**src/rtl/fpu_add_seq_if.sv**
```systemverilog
// Request/response bundle for fpu_add_seq: operands and start in, registered result and status out.
interface fpu_add_seq_if;
    logic        start;
    logic        sub;
    logic [31:0] a;
    logic [31:0] b;
    logic [31:0] result;
    logic        busy;
    logic        done;
    logic        overflow;
    logic        invalid;

    modport master (
        output start, sub, a, b,
        input  result, busy, done, overflow, invalid
    );

    modport slave (
        input  start, sub, a, b,
        output result, busy, done, overflow, invalid
    );
endinterface

```
**src/rtl/fpu_add_seq.sv**
```systemverilog
// Sequential IEEE-754 single-precision add/subtract (IDLE/ALIGN/ADD/NORM/ROUND/DONE).
// Define FPU_RNE_EN for round-to-nearest-even; the default build truncates with identical latency.
module fpu_add_seq #(
    parameter logic [31:0] NAN_PATTERN = 32'h7FC00000
) (
    input logic          clk,
    input logic          reset,
    fpu_add_seq_if.slave bus
);
    typedef enum logic [2:0] {IDLE, ALIGN, ADD, NORM, ROUND, DONE} state_t;
    state_t r_state, w_next;

    logic        r_sa, r_sb;
    logic [7:0]  r_ea, r_eb;
    logic [22:0] r_fa, r_fb;
    logic [26:0] r_mx, r_my;
    logic        r_sx, r_sy;
    logic [27:0] r_sum;
    logic        r_sign;
    logic [9:0]  r_exp;
    logic [31:0] r_result;
    logic        r_ovf, r_inv;

    logic        w_a_nan, w_b_nan, w_a_inf, w_b_inf, w_special, w_spec_inv;
    logic [31:0] w_spec_result;
    logic [23:0] w_ma, w_mb, w_mbig, w_msml;
    logic        w_a_big;
    logic [7:0]  w_ebig, w_diff;
    logic [26:0] w_ext, w_mask, w_aligned;

    always_comb begin
        w_a_nan    = (r_ea == 8'hFF) && (r_fa != '0);
        w_b_nan    = (r_eb == 8'hFF) && (r_fb != '0);
        w_a_inf    = (r_ea == 8'hFF) && (r_fa == '0);
        w_b_inf    = (r_eb == 8'hFF) && (r_fb == '0);
        w_special  = (r_ea == 8'hFF) || (r_eb == 8'hFF);
        w_spec_inv = w_a_nan || w_b_nan || (w_a_inf && w_b_inf && (r_sa != r_sb));
        if (w_spec_inv)
            w_spec_result = NAN_PATTERN;
        else if (w_a_inf)
            w_spec_result = {r_sa, 8'hFF, 23'd0};
        else
            w_spec_result = {r_sb, 8'hFF, 23'd0};

        // Zero-exponent operands (zeros and subnormals) contribute no magnitude.
        w_ma    = (r_ea == '0) ? '0 : {1'b1, r_fa};
        w_mb    = (r_eb == '0) ? '0 : {1'b1, r_fb};
        w_a_big = (r_ea >= r_eb);
        w_ebig  = w_a_big ? r_ea : r_eb;
        w_diff  = w_a_big ? (r_ea - r_eb) : (r_eb - r_ea);
        w_mbig  = w_a_big ? w_ma : w_mb;
        w_msml  = w_a_big ? w_mb : w_ma;
        w_ext   = {w_msml, 3'b000};
        w_mask  = '0;
        if (w_diff >= 8'd26) begin
            w_aligned = {26'd0, |w_msml};
        end else begin
            w_mask    = ~({27{1'b1}} << w_diff);
            w_aligned = (w_ext >> w_diff) | {26'd0, |(w_ext & w_mask)};
        end
    end

    logic [27:0] w_add_sum;
    logic        w_add_sign;

    always_comb begin
        if (r_sx == r_sy) begin
            w_add_sum  = {1'b0, r_mx} + {1'b0, r_my};
            w_add_sign = r_sx;
        end else if (r_mx >= r_my) begin
            w_add_sum  = {1'b0, r_mx - r_my};
            w_add_sign = r_sx;
        end else begin
            w_add_sum  = {1'b0, r_my - r_mx};
            w_add_sign = r_sy;
        end
        if (w_add_sum == '0)
            w_add_sign = 1'b0;
    end

    logic [27:0] w_norm_sum;
    logic [9:0]  w_norm_exp;
    logic        w_norm_last;

    // A left shift ends NORM when it lands the leading one on bit 26, so k equals the shift count.
    always_comb begin
        w_norm_sum  = r_sum;
        w_norm_exp  = r_exp;
        w_norm_last = 1'b1;
        if (r_sum[27]) begin
            w_norm_sum = {1'b0, r_sum[27:2], r_sum[1] | r_sum[0]};
            w_norm_exp = r_exp + 10'd1;
        end else if (!r_sum[26] && (r_sum != '0)) begin
            w_norm_sum  = {r_sum[26:0], 1'b0};
            w_norm_exp  = r_exp - 10'd1;
            w_norm_last = r_sum[25];
        end
    end

    logic        w_inc;
    logic [24:0] w_rsum;
    logic [9:0]  w_rexp;
    logic [22:0] w_rfrac;
    logic [31:0] w_round_result;
    logic        w_round_ovf;

    always_comb begin
`ifdef FPU_RNE_EN
        w_inc = r_sum[2] & (r_sum[1] | r_sum[0] | r_sum[3]);
`else
        w_inc = 1'b0;
`endif
        w_rsum      = {1'b0, r_sum[26:3]} + {24'd0, w_inc};
        w_rexp      = r_exp + {9'd0, w_rsum[24]};
        w_rfrac     = w_rsum[24] ? w_rsum[23:1] : w_rsum[22:0];
        w_round_ovf = 1'b0;
        if (r_sum == '0) begin
            w_round_result = '0;
        end else if (!w_rexp[9] && (w_rexp >= 10'd255)) begin
            w_round_result = {r_sign, 8'hFF, 23'd0};
            w_round_ovf    = 1'b1;
        end else if (w_rexp[9] || (w_rexp == '0)) begin
            w_round_result = {r_sign, 31'd0};
        end else begin
            w_round_result = {r_sign, w_rexp[7:0], w_rfrac};
        end
    end

    always_comb begin
        w_next = r_state;
        case (r_state)
            IDLE:    if (bus.start) w_next = ALIGN;
            ALIGN:   w_next = w_special ? DONE : ADD;
            ADD:     w_next = NORM;
            NORM:    if (w_norm_last) w_next = ROUND;
            ROUND:   w_next = DONE;
            DONE:    w_next = IDLE;
            default: w_next = IDLE;
        endcase
    end

    always_ff @(posedge clk or posedge reset) begin
        if (reset)
            r_state <= IDLE;
        else
            r_state <= w_next;
    end

    always_ff @(posedge clk or posedge reset) begin
        if (reset) begin
            r_sa     <= 1'b0;
            r_sb     <= 1'b0;
            r_ea     <= '0;
            r_eb     <= '0;
            r_fa     <= '0;
            r_fb     <= '0;
            r_mx     <= '0;
            r_my     <= '0;
            r_sx     <= 1'b0;
            r_sy     <= 1'b0;
            r_sum    <= '0;
            r_sign   <= 1'b0;
            r_exp    <= '0;
            r_result <= '0;
            r_ovf    <= 1'b0;
            r_inv    <= 1'b0;
        end else begin
            case (r_state)
                IDLE: if (bus.start) begin
                    r_sa <= bus.a[31];
                    r_sb <= bus.b[31] ^ bus.sub;
                    r_ea <= bus.a[30:23];
                    r_eb <= bus.b[30:23];
                    r_fa <= bus.a[22:0];
                    r_fb <= bus.b[22:0];
                end
                ALIGN: begin
                    r_mx  <= {w_mbig, 3'b000};
                    r_my  <= w_aligned;
                    r_exp <= {2'b00, w_ebig};
                    r_sx  <= w_a_big ? r_sa : r_sb;
                    r_sy  <= w_a_big ? r_sb : r_sa;
                    if (w_special) begin
                        r_result <= w_spec_result;
                        r_inv    <= w_spec_inv;
                        r_ovf    <= 1'b0;
                    end
                end
                ADD: begin
                    r_sum  <= w_add_sum;
                    r_sign <= w_add_sign;
                end
                NORM: begin
                    r_sum <= w_norm_sum;
                    r_exp <= w_norm_exp;
                end
                ROUND: begin
                    r_result <= w_round_result;
                    r_ovf    <= w_round_ovf;
                    r_inv    <= 1'b0;
                end
                default: ;
            endcase
        end
    end

    assign bus.result   = r_result;
    assign bus.overflow = r_ovf;
    assign bus.invalid  = r_inv;
    assign bus.busy     = (r_state != IDLE);
    assign bus.done     = (r_state == DONE);
endmodule

```
**src/flat_wrapper.sv**
```systemverilog
// flat-port wrapper written by rule: the top's interface ports become plain ports
module fpu_add_seq_flat 
#(
    parameter logic [31:0] NAN_PATTERN = 32'h7FC00000
)
  (clk, reset, bus_start, bus_sub, bus_a, bus_b, bus_result, bus_busy, bus_done, bus_overflow, bus_invalid);
  fpu_add_seq_if bus_i ();
  input logic clk;
  input logic reset;
  input wire logic [$bits(bus_i.start)-1:0] bus_start;
  input wire logic [$bits(bus_i.sub)-1:0] bus_sub;
  input wire logic [$bits(bus_i.a)-1:0] bus_a;
  input wire logic [$bits(bus_i.b)-1:0] bus_b;
  output wire logic [$bits(bus_i.result)-1:0] bus_result;
  output wire logic [$bits(bus_i.busy)-1:0] bus_busy;
  output wire logic [$bits(bus_i.done)-1:0] bus_done;
  output wire logic [$bits(bus_i.overflow)-1:0] bus_overflow;
  output wire logic [$bits(bus_i.invalid)-1:0] bus_invalid;
  assign bus_i.start = bus_start;
  assign bus_i.sub = bus_sub;
  assign bus_i.a = bus_a;
  assign bus_i.b = bus_b;
  assign bus_result = bus_i.result;
  assign bus_busy = bus_i.busy;
  assign bus_done = bus_i.done;
  assign bus_overflow = bus_i.overflow;
  assign bus_invalid = bus_i.invalid;
  fpu_add_seq #(.NAN_PATTERN(NAN_PATTERN)) u_core (.clk(clk), .reset(reset), .bus(bus_i));
endmodule
```
**config.mk**
```make
export PLATFORM = sky130hd
export DESIGN_NAME = fpu_add_seq_flat
export DESIGN_NICKNAME = d
export VERILOG_FILES = /design/src/rtl/fpu_add_seq_if.sv /design/src/rtl/fpu_add_seq.sv /design/src/flat_wrapper.sv
export SDC_FILE = /design/constraint.sdc
export NUM_CORES = 1
export LEC_CHECK = 0
export CORE_MARGIN = 3
export CORE_UTILIZATION = 41
export DETAILED_ROUTE_END_ITERATION = 7
export HOLD_SLACK_MARGIN = 0.15
export PLACE_DENSITY = 0.67
export SYNTH_ARGS = -nofsm -noshare
export SYNTH_HDL_FRONTEND = slang
export SYNTH_SLANG_ARGS = --single-unit
export TNS_END_PERCENT = 50
```
**constraint.sdc**
```tcl
create_clock -name clk -period 16.23 [get_ports clk]
set_clock_uncertainty 0.05 [all_clocks]
set_input_delay 4.0575 -clock clk [delete_from_list [all_inputs] [get_ports clk]]
set_output_delay 4.0575 -clock clk [all_outputs]
set_load 0.01 [all_outputs]
```
==> metrics.yaml, run 1 <==
synth_fa_ha_area_frac: 0.0823
hold_path.class: "reg -> reg"
antenna_found_initial: 0
fmax_mhz: 166
clockBufferDepth: 2
outcome: "finished, final reports clean"
dieArea_sq_um: 40200
pre_cts_slack_ns: 10.02
drive_gt1_frac: 0.0805
seq_area_sq_um: 4830
initial_utilization: 0.419
synth_compound_gate_area_share: 0.288
cts_buffers: 17
avgSynthCellArea_sq_um: 8.30
via_per_inst: 6.30
crit_arrival_ns: 1.91
ctsHtreeMaxLevel: 4
period_minus_slack_ns: 6.01
worstPathRequired_ns: 12.12
dp_hpwl_mm: 39.6
layout.cells.non_filler: 2405
multiInputGateArea_sq_um: 9830
drt_pre_antenna_iters: 5
cts_tree: "built"
synth_edf_count: 0
fin_nets: 2056
grt_pass1_vias: 14200
final-hold-violation-count: 0
portBuffers: 103
cts.sinks: 193
num_io_pins: 104
synth_top_area_frac: 0.311
synth_xor_area_frac: 0.0198
synth-simple-area-share: 0.171
dpl_cell_area_sq_um: 16900
clk_latency_ns: 0.45
drv_cap: 0
cp-start-kind: "flip-flop"
rsz0062_at_grt: "no"
synth_mux_area_frac: 0.0689
die_h_um: 200
clockRootBuffer: "clkbuf_16"
n_fill_cell: 3648
end_kind: "primary output"
drcViolationCount: 0
syn_to_final_growth_pct: 12.8
finalCritPeriodShare: 0.370
grt_max_degree: 130
dr.first_iter.drc_count: 1510
ys_types: 82
slew_headroom: 0.201
ant_nets: 0
synth_top_area_cell: "dfrtp_1"
synth_ff_type: "dfrtp_1"
slew_violations: 0
std_cell_rows: 70
yosys_warnings: 0
synth_top_family_by_area: "compound AO/OA/AOI/OAI gates"
synth-seq-cells: 193
worstPathMaxFanout: 8
wl_mm: 52.3
ys_seq_area_frac: 0.311
post_cts_buffers: 0
setup_viol: 0
async_flop_share: 1.00
gp_congestion: 0.968
synthCells: 1867
syn-num-nets: 2034
synthTopCellsByCount: "dfrtp_1, nand2_1, a21oi_1"
finalSetupTns_ns: 0
setup_slack_ns: 10.22
diodes: 0
yosys-top-cells-area: "dfrtp_1, ha_1, a21oi_1"
placed_cells: 2374
cts.repair.resized: 0
core_area_sq_um: 37000
max_slew.worst_pin.slew_ns: 1.20
synth_most_common_cell: "dfrtp_1"
ctsHoldBuffers: 0
worstSetupPathType: "reg -> out"
num_vias: 15200
synth_area_sq_um: 15500
wire_per_inst_um: 21.7
grt_overflow: 0
grt_pass1_wl_mm: 82.4
grt_use_total: 0.253
die_w_um: 200
path_clk_slew_ns: 0.07
stdcell_area_sq_um: 17500
-- final cells by class --
| type | count | area share |
|---|---|---|
| multi-input cells | 1440 | 0.562 |
| clock buffers | 23 | 0.0268 |
| well taps | 504 | 0.0361 |
| repair buffers | 130 | 0.0706 |
| flip-flops and latches | 193 | 0.276 |
| inverters | 107 | 0.0234 |
| clock inverters | 8 | 0.00472 |
-- worst paths after layout --
check / start / end / slack [ns] / cells after the start
setup / recovery: u_core.r_state[0]$_DFFE_PP0P_ / bus_done / 10.22 / 3
hold / removal: u_core.bus.invalid$_DFFE_PP0P_ / u_core.bus.invalid$_DFFE_PP0P_ / 0.45 / 1
setup reg to reg: u_core.r_my[22]$_DFFE_PP0N_ / u_core.r_sign$_DFFE_PP0P_ / 11.14 / 14
hold reg to reg: u_core.bus.invalid$_DFFE_PP0P_ / u_core.bus.invalid$_DFFE_PP0P_ / 0.45 / 1
max in group asynchronous: reset / u_core.bus.result[31]$_DFFE_PP0P_ / 10.60 / 3
min in group asynchronous: reset / u_core.r_eb[2]$_DFFE_PP0P_ / 4.16 / 2
-- kinds of logic (layout without fill, tap and decap cells) --
| group | Yosys count | after routing |
|---|---|---|
| AO/OA/AOI/OAI | 664 | 664 |
| XOR/XNOR | 35 | 35 |
| adder cells (fa/ha/maj) | 99 | 99 |
| buffers and inverters | 234 | 268 |
| flip-flops | 193 | 193 |
| multiplexers | 91 | 91 |
| AND/OR/NAND/NOR | 551 | 551 |
-- state kept, by name, indices dropped and copies added, names as in the netlist --
| name | count |
|---|---|
| u_core.r_sy | 1 |
| u_core.r_mx | 24 |
| u_core.bus.overflow | 1 |
| u_core.bus.result | 32 |
| u_core.r_eb | 8 |
| u_core.r_sb | 1 |
| u_core.r_my | 27 |
| u_core.r_exp | 10 |
| u_core.r_sa | 1 |
| u_core.r_state | 3 |
| u_core.r_sign | 1 |
| u_core.r_sx | 1 |
| u_core.r_sum | 28 |
| u_core.bus.invalid | 1 |
| u_core.r_ea | 8 |
| u_core.r_fb | 23 |
| u_core.r_fa | 23 |
-- cell usage in the layout, fill, tap and decap left out, types with 38 or more instances in the layout --
| master | instances |
|---|---|
| o21ai_0 | 151 |
| a21oi_1 | 153 |
| ha_1 | 94 |
| clkdlybuf4s50_1 | 103 |
| nor3_1 | 45 |
| dfrtp_1 | 193 |
| mux2_2 | 56 |
| inv_1 | 106 |
| nand3_1 | 38 |
| nor2_1 | 133 |
| nand2_1 | 176 |
-- stage by stage --
stage | util | hold WS (ns)
after global routing | 0.473 | 0.475
after floorplan | - | 0.419
after detailed placement | 0.458 | 0.436
final | 0.473 | 0.451
after CTS | 0.473 | 0.455
after global placement | 0.458 | 0.432
-- critical path: stages, from the launching register on --
cell and delay (ns):
dfrtp_1 0.50, inv_1 0.16, nor3b_1 0.23, clkdlybuf4s50_1 0.57
-- per-layer routing --
| metal | routed length, um | vias up | global-route usage | part of all wire |
|---|---|---|---|---|
| li1 | - | 6995 | - | - |
| met1 | 23200 | 7421 | 0.352 | 0.44 |
| met2 | 23900 | 623 | 0.399 | 0.46 |
| met3 | 3090 | 111 | 0.0319 | 0.059 |
| met4 | 2130 | 0 | 0.107 | 0.041 |
| met5 | 0 | - | 0 | 0 |
Power of run 1 is not shown: default switching activity piles up to over one toggle a cycle in this logic, so the estimate is an artifact.
==> run 2: changes to the inputs <==
Settings changed: PLACE_DENSITY 0.67 to 0.69.
Clock period 16.23 ns to 5.2 ns, I/O delays scaled along.
==> metrics.yaml, run 2 (synthesis gave the netlist of run 1 again) <==
outcome: "finished with violations"
violations: "DRC"
ctsHoldBuffers: 0  # unchanged
rsz0062_at_grt: "no"
clk_latency_ns: 0.45  # about the same
gp_congestion: 1.03  # +6.4%
crit-reg2reg-launch: "u_core.r_my[10]$_DFFE_PP0N_"
grt_use_total: 0.266  # +0.0128
clockBufferDepth: 2  # unchanged
path_clk_slew_ns: 0.07  # about the same
grt_pass1_vias: 14500  # +1.7%
drv_cap: 0  # unchanged
cts_tree: "built"
grt_max_degree: 81  # -38%
largest_register_ffs: 32  # unchanged
slew_headroom: 0.262  # +0.0602
max_slew.worst_pin.slew_ns: 1.11  # -0.0903 ns
final-hold-violation-count: 0  # unchanged
end_kind: "flip-flop"
r2r_cells: 14  # unchanged
routed.top_layer: "met4"
cp_slowest_cell: "or4_1"
drive_gt1_frac: 0.0968  # +0.0163
layout_commonest_cell: "dfrtp_1"
cts.sinks: 193  # unchanged
wl_met1_mm: 24.1  # +4.1%
route.met2.wl_mm: 24.4  # +2.3%
hold_path.class: "reg -> reg"
ctsHtreeMaxLevel: 4  # unchanged
die_h_um: 200  # unchanged
rrSetupSlack_ns: 0.48  # -10.66 ns
cts_buffers: 17  # unchanged
crit_arrival_ns: 4.98  # +3.07 ns
std_cell_rows: 70  # unchanged
num_io_pins: 104  # unchanged
finalCritPeriodShare: 0.909
die_w_um: 200  # unchanged
dr_wl_met3_mm: 3.06  # -0.84%
min_to: "u_core.bus.result[2]$_DFFE_PP0P_"
path_buf_inv: 2  # unchanged
worstSetupPathType: "reg -> reg"
cpPeakStageDelay_ns: 0.54  # -0.03 ns
grt_pass1_wl_mm: 85.6  # +3.9%
ant_nets: 0  # unchanged
portBuffers: 103  # unchanged
worstPathRequired_ns: 5.45  # -6.67 ns
syn_to_final_growth_pct: 14.5
hold_start: "u_core.bus.result[2]$_DFFE_PP0P_"
wl_mm: 54.3  # +4.0%
diodes: 0  # unchanged
clockRootBuffer: "clkbuf_16"
crit_path_cell_trace: "inv_1, ha_1, nand4_1, nor3_2, a31oi_1, buf_4, and3_1, a221oi_1, a221oi_1, xnor2_2, nand3_1, or4_1, nor4b_2, a31oi_1"
grt_overflow: 0  # unchanged
drt_pre_antenna_iters: 8  # +3
initial_utilization: 0.419  # unchanged
final_cell_mix: "dfrtp_1, nand2_1, a21oi_1, o21ai_0, nor2_1"
hold_depth: 1  # unchanged
drcViolationCount: 5  # +5
slew_violations: 0  # unchanged
crit_family: "simple AND/OR/NAND/NOR gates"
timing.rr.end: "u_core.r_sign$_DFFE_PP0P_"
dp_hpwl_mm: 42.3  # +6.9%
via_per_inst: 6.24  # -0.88%
worstPathMaxFanout: 11  # +3
wire_per_inst_um: 22.3  # +2.6%
antenna_found_initial: 0  # unchanged
cp-start-kind: "flip-flop"
setup_viol: 0  # unchanged
dr.first_iter.drc_count: 1472  # -2.5%
num_vias: 15200  # +0.40%
finalSetupTns_ns: 0  # unchanged
fin_nets: 2086  # +1.5%
period_minus_slack_ns: 4.72
fmax_mhz: 212
dieArea_sq_um: 40200  # unchanged
core_area_sq_um: 37000  # unchanged
[run 2: cell types whose count changed in the layout (fill, tap and decap cells not counted), sizes merged]
cell	delta
clkinv	+2
buf	+30
clkinvlp	-1
inv	+2
clkbuf	-2
[run 2: cell type report]
type	instances	area, sq um
clock inverters	11	104
clock buffers	21	470
multi-input cells	1440	9830
flip-flops and latches	193	4830
repair buffers	160	1480
inverters	107	405
well taps	504	631
fillers	3640	19200
[run 2: metal layers]
layer  vias up  global-route usage
li1       7076                   -
met1      7373               0.370
met2       628               0.410
met3       133              0.0368
met4         0               0.127
met5         -                   0
[run 2: timing repair]
item | 4_1_cts | 5_1_grt
setup buffers | 0 | 0
resized for setup | 0 | 1
setup endpoints to repair | 0 | 1
[run 2: worst max path at each step]
stage | start | end | slack, ns | cells past startpoint
floorplan | u_core.r_my[4]$_DFFE_PP0N_ | u_core.r_sign$_DFFE_PP0P_ | 1.34 | 14
CTS | u_core.r_my[10]$_DFFE_PP0N_ | u_core.r_sign$_DFFE_PP0P_ | 0.37 | 14
global route | u_core.r_my[10]$_DFFE_PP0N_ | u_core.r_sign$_DFFE_PP0P_ | 0.24 | 14
global placement | u_core.r_my[10]$_DFFE_PP0N_ | u_core.r_sign$_DFFE_PP0P_ | 0.48 | 14
finish | u_core.r_my[10]$_DFFE_PP0N_ | u_core.r_sign$_DFFE_PP0P_ | 0.48 | 14
detailed placement | u_core.r_my[10]$_DFFE_PP0N_ | u_core.r_sign$_DFFE_PP0P_ | 0.38 | 14
[run 2: worst register-to-register path: cells and delay by family (launching register included)]
family | cells | cell delay [ns]
AOI/OAI and AO/OA | 4 | 1.04
and+or+nand+nor | 6 | 1.79
buffers and inverters | 2 | 0.40
xor gates and xnor gates | 1 | 0.40
adders and majority gates | 1 | 0.52
DFF | 1 | 0.37
[run 2: through the flow]
stage	instances	hold slack (ns)	setup WS (ns)	util	area (sq um)
2_1_floorplan	1867	0.419	1.34	-	15500
3_3_place_gp	2404	0.442	0.484	0.465	17200
3_5_place_dp	2404	0.444	0.384	0.465	17200
4_1_cts	2436	0.460	0.370	0.480	17700
5_1_grt	2436	0.477	0.244	0.480	17800
6_report	2436	0.459	0.476	0.480	17800
Power of run 2 is left out for the same reason.
